## src/rtl/uart_tx_fifo.sv

```systemverilog
// UART transmitter (8N1) fed by a 4-entry byte FIFO.
// A new frame starts on the STOP-end edge when bytes are waiting, so there are no idle gaps.
module uart_tx_fifo #(
    parameter int BAUD        = 9_600,
    parameter int INPUT_CLOCK = 16_000_000
) (
    input  logic       i_clk,
    input  logic       i_rst_n,
    input  logic [7:0] data_in,
    input  logic       write,
    output logic       full,
    output logic       busy,
    output logic       o_tx
);

    localparam int          CLOCKS_PER_BAUD = INPUT_CLOCK / BAUD;
    localparam logic [12:0] BAUD_LAST       = 13'(CLOCKS_PER_BAUD - 1);

    typedef enum logic [1:0] {
        IDLE,
        START,
        DATA,
        STOP
    } state_e;

    state_e      state_q, state_d;
    logic [7:0]  mem_q [4];
    logic [7:0]  mem_d [4];
    logic [1:0]  wr_ptr_q, wr_ptr_d;
    logic [1:0]  rd_ptr_q, rd_ptr_d;
    logic [2:0]  count_q, count_d;
    logic [12:0] baud_cnt_q, baud_cnt_d;
    logic [2:0]  bit_cnt_q, bit_cnt_d;
    logic [7:0]  shift_q, shift_d;
    logic        tx_q, tx_d;
    logic        push, pop, baud_done;

    assign full      = (count_q == 3'd4);
    assign busy      = (state_q != IDLE) || (count_q != 3'd0);
    assign o_tx      = tx_q;
    assign push      = write && !full;
    assign baud_done = (baud_cnt_q == BAUD_LAST);

    always_comb begin
        // NOTE: every signal gets a default first so no path leaves it unassigned, which would infer a latch.
        state_d    = state_q;
        baud_cnt_d = baud_cnt_q;
        bit_cnt_d  = bit_cnt_q;
        shift_d    = shift_q;
        tx_d       = tx_q;
        pop        = 1'b0;

        case (state_q)
            IDLE: begin
                tx_d = 1'b1;
                pop  = (count_q != 3'd0);
            end
            START: begin
                if (baud_done) begin
                    baud_cnt_d = 13'd0;
                    tx_d       = shift_q[0];
                    state_d    = DATA;
                end else begin
                    baud_cnt_d = baud_cnt_q + 13'd1;
                end
            end
            DATA: begin
                if (baud_done) begin
                    baud_cnt_d = 13'd0;
                    if (bit_cnt_q == 3'd7) begin
                        tx_d    = 1'b1;
                        state_d = STOP;
                    end else begin
                        bit_cnt_d = bit_cnt_q + 3'd1;
                        shift_d   = shift_q >> 1;
                        tx_d      = shift_q[1];
                    end
                end else begin
                    baud_cnt_d = baud_cnt_q + 13'd1;
                end
            end
            STOP: begin
                if (baud_done) begin
                    baud_cnt_d = 13'd0;
                    pop        = (count_q != 3'd0);
                    state_d    = IDLE;
                    tx_d       = 1'b1;
                end else begin
                    baud_cnt_d = baud_cnt_q + 13'd1;
                end
            end
            default: state_d = IDLE;
        endcase

        // Loading the head byte is shared by the IDLE start and the back-to-back STOP restart.
        if (pop) begin
            shift_d    = mem_q[rd_ptr_q];
            bit_cnt_d  = 3'd0;
            baud_cnt_d = 13'd0;
            tx_d       = 1'b0;
            state_d    = START;
        end

        mem_d = mem_q;
        if (push) begin
            mem_d[wr_ptr_q] = data_in;
        end
        wr_ptr_d = wr_ptr_q + {1'b0, push};
        rd_ptr_d = rd_ptr_q + {1'b0, pop};
        count_d  = count_q + {2'b00, push} - {2'b00, pop};
    end

    // NOTE: sequential state uses non-blocking assignments so all flops update together on the edge.
    always_ff @(posedge i_clk or negedge i_rst_n) begin
        if (!i_rst_n) begin
            state_q    <= IDLE;
            wr_ptr_q   <= 2'd0;
            rd_ptr_q   <= 2'd0;
            count_q    <= 3'd0;
            baud_cnt_q <= 13'd0;
            bit_cnt_q  <= 3'd0;
            shift_q    <= 8'h00;
            tx_q       <= 1'b1;
        end else begin
            state_q    <= state_d;
            wr_ptr_q   <= wr_ptr_d;
            rd_ptr_q   <= rd_ptr_d;
            count_q    <= count_d;
            baud_cnt_q <= baud_cnt_d;
            bit_cnt_q  <= bit_cnt_d;
            shift_q    <= shift_d;
            tx_q       <= tx_d;
        end
    end

    // NOTE: the storage array has no reset; occupancy and pointers guard it, so stale entries are never read.
    always_ff @(posedge i_clk) begin
        mem_q <= mem_d;
    end

endmodule

```

## config.mk

```make
export PLATFORM = sky130hd
export DESIGN_NAME = uart_tx_fifo
export DESIGN_NICKNAME = d
export VERILOG_FILES = /design/src/rtl/uart_tx_fifo.sv
export SDC_FILE = /design/constraint.sdc
export NUM_CORES = 1
export LEC_CHECK = 0
export ABC_AREA = 1
export ABC_CLOCK_PERIOD_IN_PS = 3300
export BUFFER_PORTS_ARGS = -buffer_cell sky130_fd_sc_hd__buf_2
export CAP_MARGIN = 20
export CELL_PAD_IN_SITES_DETAIL_PLACEMENT = 2
export CELL_PAD_IN_SITES_GLOBAL_PLACEMENT = 2
export CORE_MARGIN = 10
export CORE_UTILIZATION = 41
export CTS_BUF_LIST = sky130_fd_sc_hd__clkbuf_8
export CTS_CLUSTER_SIZE = 25
export DETAILED_ROUTE_END_ITERATION = 6
export PLACE_DENSITY_LB_ADDON = 0.1
export SYNTH_ARGS = -nofsm -noshare
export SYNTH_HDL_FRONTEND = slang
export SYNTH_SLANG_ARGS = --single-unit
```

## constraint.sdc

```tcl
create_clock -name i_clk -period 3.3 [get_ports i_clk]
set_input_delay 0.33 -clock i_clk [delete_from_list [all_inputs] [get_ports i_clk]]
set_output_delay 0.33 -clock i_clk [all_outputs]
set_load 0.005 [all_outputs]
```

Word-level counts from Yosys, hierarchy flattened
Index checks and enable logic that the tools add are counted.

word-level totals
  flip-flop bits (word level) = 66
  output and inout bits = 3
  word-level logic and storage cells = 80
  input bits = 11

cells by class
  reductions and logical operators = 15
  equality and inequality tests = 11
  add/sub/neg operators = 6
  magnitude comparators = 3
  multiplexer cells = 31
  bitwise gates (word level) = 2

operators by type and width
  kind                   count
  $mux 8                 7
  $mux 13                3
  $bwmux 32              1
  $bmux 8 s2             1
  $demux 8 s2            1
  $add 13x1->13 const B  1
  $eq 13x11->1 const B   1
  $mux 3                 4
  $ne 3x3->1 const B     4
  $mux 2                 5
  $reduce_bool 2->1      4
  $eq 3x3->1 const B     2
  $ge 3x3->1 const B     2
  $mux 1                 6
  $not 2->3              2
  $pmux 2 s3             1
  $reduce_and 3->1       2
  $reduce_and 5->1       1
  $add 2x1->2            2
  $eq 2x2->1 const B     2
  $pmux 1 s4             1
  $reduce_bool 4->1      1
  $add 3x1->3            1
  $add 3x1->3 const B    1
  11 further kinds       12

Longest topological paths before layout
Gate-level depths: netlist of run 1.

  depth after elaboration = 6
  gate-level depth with buffers = 14

Worst setup path before layout of run 1
OpenSTA, ideal clock, no wires.

  kind = flip-flop to flip-flop
  start = register state_q[0]
  end = register count_q[2]
  stages on the path, launching flop included = 14
  clock period less this slack = 2.312 ns
  path buffers = 0
  path slack = 0.988 ns
  arrival = 2.191 ns
  cell sequence = dfrtp_1 > inv_1 > ha_1 > inv_1 > nand2_1 > nor2_4 > nand2_8 > clkinv_2 > ha_1 > inv_1 > ha_1 > inv_1 > fa_1 > xor2_1

between the ends
  word-level cells in the longest chain between the ends = 3
  elaborated cells on any way between the ends = 4
  classes of those cells = 1 x add/sub; 1 x eq/ne; 1 x mux; 1 x reduce/logical

RTL lines
  what                                                  line  RTL
  start: declaration                                    26    state_e state_q, state_d;
  start signal: assignment                              125   state_q <= state_d;
  $eq 2x2->1 / $logic_not 2->1 (equally long branches)  53    case (state_q)
  $pmux 1 s2 *                                          53
  $sub 3x1->3 *                                         110   count_d = count_q + {2'b00, push} - {2'b00, pop};
  via count_d[2]                                        31    logic [2:0] count_q, count_d;
  end signal: assignment                                128   count_q <= count_d;
  end: declaration                                      31

Mark *: on every way through the listed nets, which the timed path passes. The rest lies on a longest branch.
A chain may end at the register's enable or synchronous reset.

Final worst setup path of run 1
Ends and elaborated chain as after synthesis.

==> results of run 1 <==
## layout make-up
cell class | instances | area (sq um) | share of cell area (%)
clock buffer | 9 | 124 | 3.33
clock inverter | 7 | 141 | 3.80
inverter | 43 | 163 | 4.38
multi-input combinational | 234 | 1250 | 33.5
sequential | 66 | 1810 | 48.8
tap | 102 | 128 | 3.43
timing repair buffer | 18 | 103 | 2.76
## power by group through the flow
stage | logic (mW) | registers [mW] | clock network (mW)
after floorplan | 0.613 | 1.19 | 0
after global placement | 0.816 | 1.24 | 0
after detailed placement | 0.861 | 1.25 | 0
after CTS | 0.882 | 1.24 | 0.930
after global routing | 0.988 | 1.26 | 0.961
final | 0.855 | 1.23 | 0.914
## logic make-up (layout without fill, tap and decap cells)
group / after synthesis / after routing / share of synthesized area, %
fa+ha+maj: 13 / 13 / 5.22
buf+inv: 50 / 77 / 6.18
flops: 66 / 66 / 55.6
xor+xnor: 8 / 8 / 2.15
simple gates: 186 / 186 / 26.6
compound gates: 27 / 27 / 4.30
## layer usage
metal	track usage, %	vias up	part of all wire (%)
met5	0	-	0
met4	5.58	0	1.5
met3	2.83	12	2.3
met2	28.0	22	53
met1	16.1	1227	43
li1	-	1191	-
## final timing paths
path | startpoint | endpoint | slack, ps | cells after the start
worst max register to register | state_q[0] | count_q[2] | 710 | 13
worst max-delay path | state_q[0] | count_q[2] | 710 | 13
worst min register to register | o_tx | o_tx | 510 | 2
max in group asynchronous | i_rst_n | baud_cnt_q[0] | 2700 | 1
worst min-delay path | i_rst_n | baud_cnt_q[11] | 60 | 1
min in group i_clk | data_in[2] | mem_q[2] | 190 | 1
## state kept, by name (all words and copies together), names as in the netlist
signal      flops
mem_q          32
bit_cnt_q       3
shift_q         8
wr_ptr_q        2
rd_ptr_q        2
baud_cnt_q     13
state_q         2
o_tx            1
count_q         3
## critical path, delay by kind of cell (launching register included)
| family | cells | cell delay [ps] |
|---|---|---|
| and+or+nand+nor | 3 | 450 |
| xor gates and xnor gates | 1 | 170 |
| buffers and inverters | 5 | 410 |
| DFF | 1 | 430 |
| adders and majority gates | 4 | 1030 |
## cells in the mapped netlist
library cell   n  share of area (%)
nor2_8         1               0.61
nor2_2         1               0.19
buf_2          4               0.61
nand3_2        1               0.31
nand4_1       10                1.9
edfxtp_1      32                 29
a21oi_1        4               0.61
clkinv_2       1               0.15
o21ai_0       15                2.3
inv_1         34                3.9
clkinv_1       1               0.12
xor2_1         8                2.1
or2_2          1               0.19
clkbuf_1       2               0.23
buf_6          1               0.35
nand2_8        2                1.2
dfrtp_1       33                 25
nor2_4         2               0.69
inv_2          7               0.81
nand2_2        1               0.19
o21ai_1        4               0.61
o22ai_1        4               0.77
nand3_1       35                5.4
ha_1          12                4.6
nand3_4        1               0.54
nor2_1        45                5.2
nand2_1       80                9.2
fa_1           1               0.61
nor3_1         6               0.92
dfstp_2        1               0.81
## stage by stage
step / util [%] / cells / total power, mW / instance area, sq um / hold slack (ps)
after floorplan: - / 350 / 1.81 / 3260 / 34.4
after global placement: 44.7 / 463 / 2.05 / 3450 / 473
after detailed placement: 44.7 / 463 / 2.11 / 3450 / 483
after CTS: 48.1 / 479 / 3.05 / 3720 / 101
after global routing: 48.1 / 479 / 3.21 / 3720 / 138
final: 48.1 / 479 / 3.00 / 3720 / 57.4
==> results summary, run 1 <==
The first-pass GRT wire length came out at 13.8 mm. In the post-route analysis, the smallest setup slack over all paths is 712 ps. The data arrival time of the worst path is 2810 ps. Gates resized during post-CTS repair numbered 0.

The switching fraction of total power came out at 35.2%. The critical path is of the reg2reg type. Entering global routing, the biggest net connects 35 pins. The detailed-placement wirelength estimate is 5.84 mm. Setup repair after global routing left no endpoint under its margin. The TritonCTS clock tree is yes. The worst hold-check path type is in2async. The post-CTS setup buffer count is 0. After layout, the minimum clock period comes to 2590 ps. The synthesized design contains 66 register bits. The worst path required time is 3530 ps.

The clock tree buffer depth is 2. In this run, the number of DRC markers left after iteration 0 of detailed routing was 57. The count of buffers from port buffering came out at 13. The overflow left after global routing is 0. Derived from the worst setup path, the maximum achievable clock frequency is 386 MHz. The internal power component is 1.95 mW.

Leaving out fill and tap cells, the most frequent cells in the layout are nand2_1 (80), nor2_1 (45), inv_1 (35), nand3_1 (35), dfrtp_1 (33). The worst-path cell with the longest stage delay is dfrtp_1. The worst setup path is captured at a register. The number of slew-limit violations in the final report is 0. The die area came out at 11900 sq um.

The run finished with clean final reports. The number of detailed-routing iterations run before antenna repair came out at 4. The net switching power is 1.05 mW. The CTS clock-pin slew for the worst setup and hold paths is 80 ps. The sum of routed wire length over all layers is 8.23 mm. Once detail routing completed, the nets flagged for antenna violations numbered 0. The net count of the finished layout came out at 396. The via count of the first global-routing pass is 2770. The count of filler cells inserted in the layout is 862. In this run the horizontal extent of the chip is 109 microns.

Dividing the final minimum period by the clock period gives 78.4%. The number of clock sinks came out at 66. Per report_power, the sequential group accounts for 41.1% of the total. The part of the power in combinational logic came out at 28.5%. The count of hold buffers inserted by post-cts repair came out at 0. The number of different library cells in the post-synthesis netlist is 30. The worst-skew pair later-pin latency is 350 ps.

The mean routed wirelength per cell came out at 17.2 microns. The layout overhead on the synthesized area is 14.0%. In this run the count of I/O pins placed on the die edge is 14.

The ratio of cells with drive above 1 in the final layout came out at 13.8%. The hold violation count in the final report came out at 0. The die span in y came out at 109 microns. For this run, the number of Yosys warnings is 0.

The sequential element share of the synthesized area came out at 55.6%. Counting every net in the synthesized netlist gives 374. Timing analysis after detailed placement gives a worst setup slack of 733 ps.

The number of antenna diodes in the final layout is 0. The setup-violating endpoint count in the final report came out at 0. The buffer type at the clock tree root is clkbuf_8. The synthesized area divided by synthesized cell count came out at 9.32 sq um.

The number of buffers added by the clock tree synthesis step is 9. The gate count of the mapped netlist is 350. The congestion estimate from routability-driven global placement came to 0.781.

The synthesized area is 3260 sq um. The largest fanout on the critical path came out at 19. Counting stages on the worst path, the most repeated cell is inv_1. The headroom to the max-slew limit is 45.4%.

The depth of the CTS H-tree came out at 3. The share of power burned in the clock network came out at 30.4%. The library cell used most frequently in the layout, excluding fill and tap cells, is nand2_1. In the final timing run, aggregate negative setup slack is 0 ps. VDD sags by at most 0.418 mV. The count of unresolved DRC violations after routing is 0. The delay of the slowest cell on the worst path is 430 ps. The number of antenna violations at the first check in global routing is 0.

The core region is 7730 sq um. The number of maximum-capacitance violations is 0. For the pin with the worst max-slew slack, the measured transition is 818 ps.

The final route contains 2452 vias. For this configuration, the core starts out at a cell density of 42.2%. The placement row count is 32. Global routing used 14.9% of the available tracks across all layers. The worst setup path is launched from a register. Walking the worst path, the cells encountered are inv_1 > ha_1 > inv_1 > nand2_1 > nor2_4 > nand2_8 > clkinv_2 > ha_1 > inv_1 > ha_1 > inv_1 > fa_1 > xor2_1. The post-route clock skew came out at 8.31 ps. The power density over the cells is 807 nW/um^2.

The leakage component of the power came out at 1.71 nW. After detailed routing, the number of vias per cell comes to 5.12.
(Power assumes the default switching activity.)
==> inputs of run 2 (changes only) <==
--- a/config.mk
+++ b/config.mk
@@ -6,7 +6,7 @@
 export NUM_CORES = 1
 export LEC_CHECK = 0
 export ABC_AREA = 1
-export ABC_CLOCK_PERIOD_IN_PS = 3300
+export ABC_CLOCK_PERIOD_IN_PS = 2550
 export BUFFER_PORTS_ARGS = -buffer_cell sky130_fd_sc_hd__buf_2
 export CAP_MARGIN = 20
 export CELL_PAD_IN_SITES_DETAIL_PLACEMENT = 2
==> constraint.sdc (replaced) <==
create_clock -name i_clk -period 2.55 [get_ports i_clk]
set_input_delay 0.255 -clock i_clk [delete_from_list [all_inputs] [get_ports i_clk]]
set_output_delay 0.255 -clock i_clk [all_outputs]
set_load 0.005 [all_outputs]
==> results summary, run 2 (synthesis results as in run 1) <==
The run finished with clean final reports. The setup-violating endpoint count in the final report came out at 0 (unchanged). The critical path goes through inv_1 > ha_1 > inv_1 > nand2_2 > nor2_4 > nand2_8 > clkinv_2 > ha_1 > inv_1 > ha_1 > inv_1 > fa_1 > xor2_1. The depth of the CTS H-tree is 3 (unchanged). The register bank with the most flops is mem_q. The largest registers in the layout are mem_q x32, baud_cnt_q x13, shift_q x8. The leakage component of the power came out at 1.73 nW (+0.77%). The mean number of vias per cell came out at 5.15 (+0.56%). The worst-skew pair later-pin latency came out at 350 ps (about the same). The count of buffers from port buffering is 13 (unchanged).

The headroom to the max-slew limit is 43.8% (-1.7 points). The post-route non-filler standard cell count was 488 (+1.9%). The worst-path cell with the longest stage delay is dfrtp_2.

The worst setup path is captured at a register. The starting density of the core came out at 42.2% (unchanged). The maximum number of pins on one net before global-route repair is 35 (unchanged).

The overflow left after global routing came out at 0 (unchanged). The number of clock sinks came out at 66 (unchanged). The number of flip-flops under the largest register name is 32 (unchanged).

The worst register-to-register path begins at state_q[0]. The count of filler cells inserted in the layout is 841 (-2.4%). The post-route clock skew came out at 12.1 ps (+3.80 ps). The worst-case hold slack is 2.32 ps (-55.1 ps). The mean routed wirelength per cell is 18.0 microns (+4.7%). The data arrival time of the worst path is 2670 ps (-140 ps). The net count of the finished layout is 405 (+2.3%). The time the final worst path needs with I/O delays and setup came to 2440 ps (-145 ps). The first-pass GRT wire length came out at 14.7 mm (+6.3%). In this run the critical register-to-register path is captured at count_q[2]. The die span in y is 109 microns (unchanged). The maximum achievable frequency is 409 MHz (+5.9%). The critical path is of the reg2reg type. The slew at the pin closest to its max-slew limit is 843 ps (+24.8 ps). The startpoint type of the worst setup path is a register.

TritonCTS built the clock tree. The number of top-level pins came out at 14 (unchanged). The library cell appearing most often on the critical path is inv_1. The power density over the cells came to 995 nW/um^2 (+23%). The clock tree buffer depth came out at 2 (unchanged). The aggregate negative setup slack was 0 ps (unchanged).

Setup repair after global routing left no endpoint under its margin. The top cell types in the final layout, fill and taps aside, are nand2_1 (79), nor2_1 (44), nand3_1 (35), inv_1 (33). The number of slew-limit violations in the final report is 0 (unchanged). The most common library cell in the layout ignoring fill and taps is nand2_1. The via total after detailed routing is 2512 (+2.4%).

The count of unresolved DRC violations after routing is 0 (unchanged). The number of placed instances, taps included is 469 (+1.3%). The number of detailed-routing iterations run before antenna repair is 4 (unchanged). The total inserted antenna cells came to 0 (unchanged). The worst path required time is 2780 ps (-750 ps). The final clock period utilization by the worst path came to 95.8% (+17 points). The core region area came out at 7730 sq um (unchanged). The delay of the slowest cell on the worst path is 440 ps (about the same). The count of hold buffers inserted by post-cts repair came out at 0 (unchanged). The kind of cell with the highest combined delay on the critical path is adder cells. The worst hold-check path type is in2async. The number of buffers added by the clock tree synthesis step is 9 (unchanged). The via count of the first global-routing pass is 2839 (+2.5%).

The layout overhead on the synthesized area came out at 14.7%. The detailed-placement wirelength estimate is 6.05 mm (+3.6%). The detailed router's first-iteration violation count is 65 (+14%).

The global-route usage over all layers was 16.2% (+1.3 points). The largest fanout on the critical path is 5 (-14). The remaining number of nets flagged by the antenna check after routing is 0 (unchanged).

The placement row count is 32 (unchanged). The final weighted congestion of routability-driven global placement came out at 0.773 (-1.0%). The chip width came out at 109 microns (unchanged). The sum of routed wire length over all layers is 8.78 mm (+6.7%). The maximum ir drop on the vdd rail was 0.461 mV (+10%). The ratio of cells with drive above 1 in the final layout came to 17.1% (+3.3 points). The hold violation count in the final report came out at 0 (unchanged). The CTS clock-pin slew for the worst setup and hold paths is 80 ps (about the same). The slack of the worst reg-to-reg path came to 110 ps (-610 ps). The buffer type at the clock tree root is clkbuf_8. The number of buffers and inverters on the critical path is 5 (unchanged). The number of antenna violations at the first check in global routing came out at 0 (unchanged). The die area is 11900 sq um (unchanged).

The number of maximum-capacitance violations came out at 0 (unchanged). The depth of the most critical reg-to-reg path is 13 (unchanged).
## run 2: cell types whose count changed in the layout (fill, tap and decap cells not counted), sizes merged
cell,previous run,this run
clkinvlp,0,1
clkinv,3,4
bufinv,4,1
clkbuf,9,10
buf,18,27
## run 2: final cells by class
type / count / area (sq um) / area share, %
well taps: 102 / 128 / 3.41
clock inverters: 6 / 72.6 / 1.94
multi-input cells: 234 / 1260 / 33.6
inverters: 43 / 163 / 4.35
repair buffers: 27 / 170 / 4.55
flip-flops and latches: 66 / 1810 / 48.5
clock buffers: 10 / 138 / 3.68
## run 2: worst max path at each step
stage / start / endpoint / slack (ps) / cells past startpoint
final: state_q[0] / count_q[2] / 110 / 13
after global routing: state_q[0] / count_q[2] / 10 / 13
after CTS: baud_cnt_q[1] / count_q[2] / 40 / 14
after detailed placement: state_q[0] / count_q[2] / 130 / 13
after global placement: state_q[0] / count_q[2] / 240 / 13
after floorplan: state_q[0] / count_q[2] / 240 / 13
## run 2: metal layers
layer	GRT usage, %	up-vias	wire length, microns
met2	30.6	28	4830
met5	0	-	0
met4	6.23	0	172
li1	-	1211	-
met3	2.89	17	186
met1	17.3	1256	3590
## run 2: stage by stage
step	area [sq um]	util [%]	setup WS, ps	power [mW]
after floorplan	3260	-	238	2.34
after global placement	3500	45.3	239	2.66
after detailed placement	3500	45.3	132	2.76
after CTS	3710	48.0	42.0	3.75
after global routing	3740	48.4	12.6	4.00
final	3740	48.4	107	3.72
## run 2: what timing repair did
item | CTS | global route
buffers inserted | 0 | 3
resized for setup | 0 | 5
setup endpoints to repair | 0 | 2
## run 2: worst reg2reg max path: stages, from the launching register on
cell	delay (ps)
dfrtp_2	440
inv_1	110
ha_1	240
inv_1	90
nand2_2	80
nor2_4	210
nand2_8	70
clkinv_2	50
ha_1	230
inv_1	70
ha_1	140
inv_1	50
fa_1	380
xor2_1	170
## run 2: power breakdown
| group | internal [mW] | total, mW | switching (mW) | leakage [nW] |
|---|---|---|---|---|
| Clock | 0.489 | 0.945 | 0.457 | 0.103 |
| Sequential | 1.41 | 1.60 | 0.195 | 0.722 |
| Combinational | 0.396 | 1.17 | 0.776 | 0.901 |
==> inputs of run 3 (changes only) <==
--- a/config.mk
+++ b/config.mk
@@ -16,7 +16,7 @@
 export CTS_BUF_LIST = sky130_fd_sc_hd__clkbuf_8
 export CTS_CLUSTER_SIZE = 25
 export DETAILED_ROUTE_END_ITERATION = 6
-export PLACE_DENSITY_LB_ADDON = 0.1
+export PLACE_DENSITY = 0.83
 export SYNTH_ARGS = -nofsm -noshare
 export SYNTH_HDL_FRONTEND = slang
 export SYNTH_SLANG_ARGS = --single-unit
==> results summary, run 3 (synthesis results as in run 1) <==
The headroom to the max-slew limit is 45.1% (+1.3 points). The buffer type at the clock tree root is clkbuf_8. The chip width came out at 109 microns (unchanged).

The power density over the cells is 1010 nW/um^2 (+1.0%). The detailed-placement wirelength estimate came out at 6.38 mm (+5.5%). The mean routed wirelength per cell came out at 19.7 microns (+9.2%).

The global-route usage over all layers is 17.6% (+1.4 points). The die span in y is 109 microns (unchanged). TritonCTS built the clock tree. The proportion of power drawn by flip-flops and latches came to 43.9% (+0.8 points).

The number of top-level pins was 14 (unchanged). The via count of the first global-routing pass is 2973 (+4.7%). The library cell used most frequently in the layout, excluding fill and tap cells, is nand2_1. The share of power burned in the clock network is 24.5% (-0.9 points). The final clock period utilization by the worst path was 94.8% (-0.96 points). The power consumption came out at 3.77 mW (+1.3%). The data arrival time of the worst path came out at 2660 ps (about the same). The hold violation count in the final report is 13 (+13). The die area is 11900 sq um (unchanged).

The count of unresolved DRC violations after routing came to 0 (unchanged). The depth of the CTS H-tree came out at 3 (unchanged). The area growth from synthesis to layout is 15.0%. The mean number of vias per cell came to 5.22 (+1.3%). The number of flip-flops under the largest register name is 32 (unchanged). The switching fraction of total power is 39.3% (+0.92 points).

The sum of routed wire length over all layers is 9.65 mm (+9.9%). The worst path required time came out at 2790 ps (about the same). The net switching power came to 1.48 mW (+3.8%).

The number of detailed-routing iterations run before antenna repair is 4 (unchanged). The largest registers in the layout are mem_q x32, baud_cnt_q x13, shift_q x8. The number of placed instances, taps included came to 469 (unchanged). Ranked by flip-flop count, first place goes to mem_q. The final weighted congestion of routability-driven global placement is 0.797 (+3.1%). The worst hold-check path type is in2async. The slew at the pin closest to its max-slew limit came out at 823 ps (-19.7 ps). The worst slack at placement is 75.0 ps (-56.5 ps). The via total after detailed routing is 2561 (+2.0%).

STA classifies the critical path endpoint as a register. The post-route clock skew is 14.8 ps (+2.66 ps). The critical path is of the reg2reg type. The overflow left after global routing is 0 (unchanged).

The worst-skew pair later-pin latency is 360 ps (about the same). The first-pass GRT wire length came out at 15.8 mm (+7.4%). The clock tree buffer depth came out at 2 (unchanged). STA classifies the critical path startpoint as a register. The number of slew-limit violations in the final report came out at 0 (unchanged). The final critical-path setup slack is 132 ps (+24.5 ps).

The number of clock sinks came to 66 (unchanged). The final reports fail on negative hold slack. The detailed router's first-iteration violation count came out at 96 (+48%). The part of the power in combinational logic came out at 31.6% (about the same).

The ratio of cells with drive above 1 in the final layout was 17.5% (+0.38 points). The CTS clock-pin slew for the worst setup and hold paths is 90 ps (about the same). The core region area came out at 7730 sq um (unchanged). The maximum number of pins on one net before global-route repair came out at 35 (unchanged). The number of maximum-capacitance violations is 0 (unchanged). The remaining number of nets flagged by the antenna check after routing is 0 (unchanged). The internal power component came out at 2.29 mW (-0.20%). The number of antenna violations at the first check in global routing came to 0 (unchanged).

The aggregate negative setup slack came out at 0 ps (unchanged). The largest fanout on the critical path is 9 (+4). The count of buffers from port buffering is 13 (unchanged). The count of hold buffers inserted by post-cts repair is 0 (unchanged). The placement row count was 32 (unchanged).

The core occupancy in the finished layout is 48.5% (+0.13 points). The starting density of the core is 42.2% (unchanged). The maximum ir drop on the vdd rail came out at 0.478 mV (+3.6%). The net count of the finished layout is 408 (+0.74%). The time the final worst path needs with I/O delays and setup is 2420 ps (-24.5 ps). In the layout the commonest cells are nand2_1 (79), nor2_1 (44), nand3_1 (35), inv_1 (34). The number of buffers added by the clock tree synthesis step is 9 (unchanged). The leakage component of the power came to 1.74 nW (+0.74%). The setup-violating endpoint count in the final report is 0 (unchanged).

The post-route non-filler standard cell count came out at 491 (+0.61%). The flow ran to the end, but the final reports show violations. The maximum achievable frequency came out at 414 MHz (+1.0%). The count of filler cells inserted in the layout came out at 820 (-2.5%). The total inserted antenna cells was 0 (unchanged).

The worst-case hold slack is -12.7 ps (-15.0 ps).
[run 3: path summary, 6_finish.rpt]
check | startpoint | end | slack [ps] | depth (start not counted)
min in group i_clk | data_in[0] | mem_q[0] | 100 | 1
max in group asynchronous | i_rst_n | state_q[0] | 1990 | 1
min reg2reg | o_tx | o_tx | 500 | 2
max | baud_cnt_q[1] | count_q[2] | 130 | 14
max reg2reg | baud_cnt_q[1] | count_q[2] | 130 | 14
min | i_rst_n | count_q[0] | -10 | 1
[run 3: layout make-up]
cell class              instances  area [sq um]  share of cell area, %
clock buffers                  10           138                   3.67
clock inverters                 6          65.1                   1.73
inverters                      43           163                   4.34
multi-input cells             234          1250                   33.4
flip-flops and latches         66          1810                   48.4
well taps                     102           128                   3.40
repair buffers                 30           193                   5.14
[run 3: through the flow]
stage / hold WS (ps) / cell area, sq um
floorplan: -40.6 / 3260
global placement: 403 / 3500
detailed placement: 406 / 3500
CTS: 10.4 / 3700
global route: 52.6 / 3750
finish: -12.7 / 3750
[run 3: critical path, cell delays in order, from the launching register on]
cell and delay [ps]:
dfrtp_1 410, inv_1 80, ha_1 180, nand2_1 80, nor2_2 180, nand3_4 120
nand2_8 120, nand2_8 60, clkinv_2 50, ha_1 220, inv_1 60, ha_1 140
inv_1 60, fa_1 370, xor2_1 160
[run 3: power by group through the flow]
stage | combinational (mW) | sequential, mW | clock, mW
2_1_floorplan | 0.793 | 1.54 | 0
3_3_place_gp | 1.01 | 1.63 | 0
3_5_place_dp | 1.11 | 1.66 | 0
4_1_cts | 1.17 | 1.66 | 0.942
5_1_grt | 1.37 | 1.68 | 0.977
6_report | 1.19 | 1.65 | 0.924
[run 3: timing repair]
action	in CTS	in global routing
gates resized for setup	0	3
hold endpoints to repair	0	0
endpoints found under the setup margin	0	2
setup buffers	0	6
[run 3: routing by layer]
layer | part of all wire (%) | wire, microns | vias to the layer above | GRT usage [%]
met4 | 3.0 | 292 | 0 | 8.46
met2 | 55 | 5310 | 45 | 32.0
met5 | 0 | 0 | - | 0
li1 | - | - | 1218 | -
met1 | 39 | 3760 | 1273 | 18.8
met3 | 3.0 | 293 | 25 | 3.89
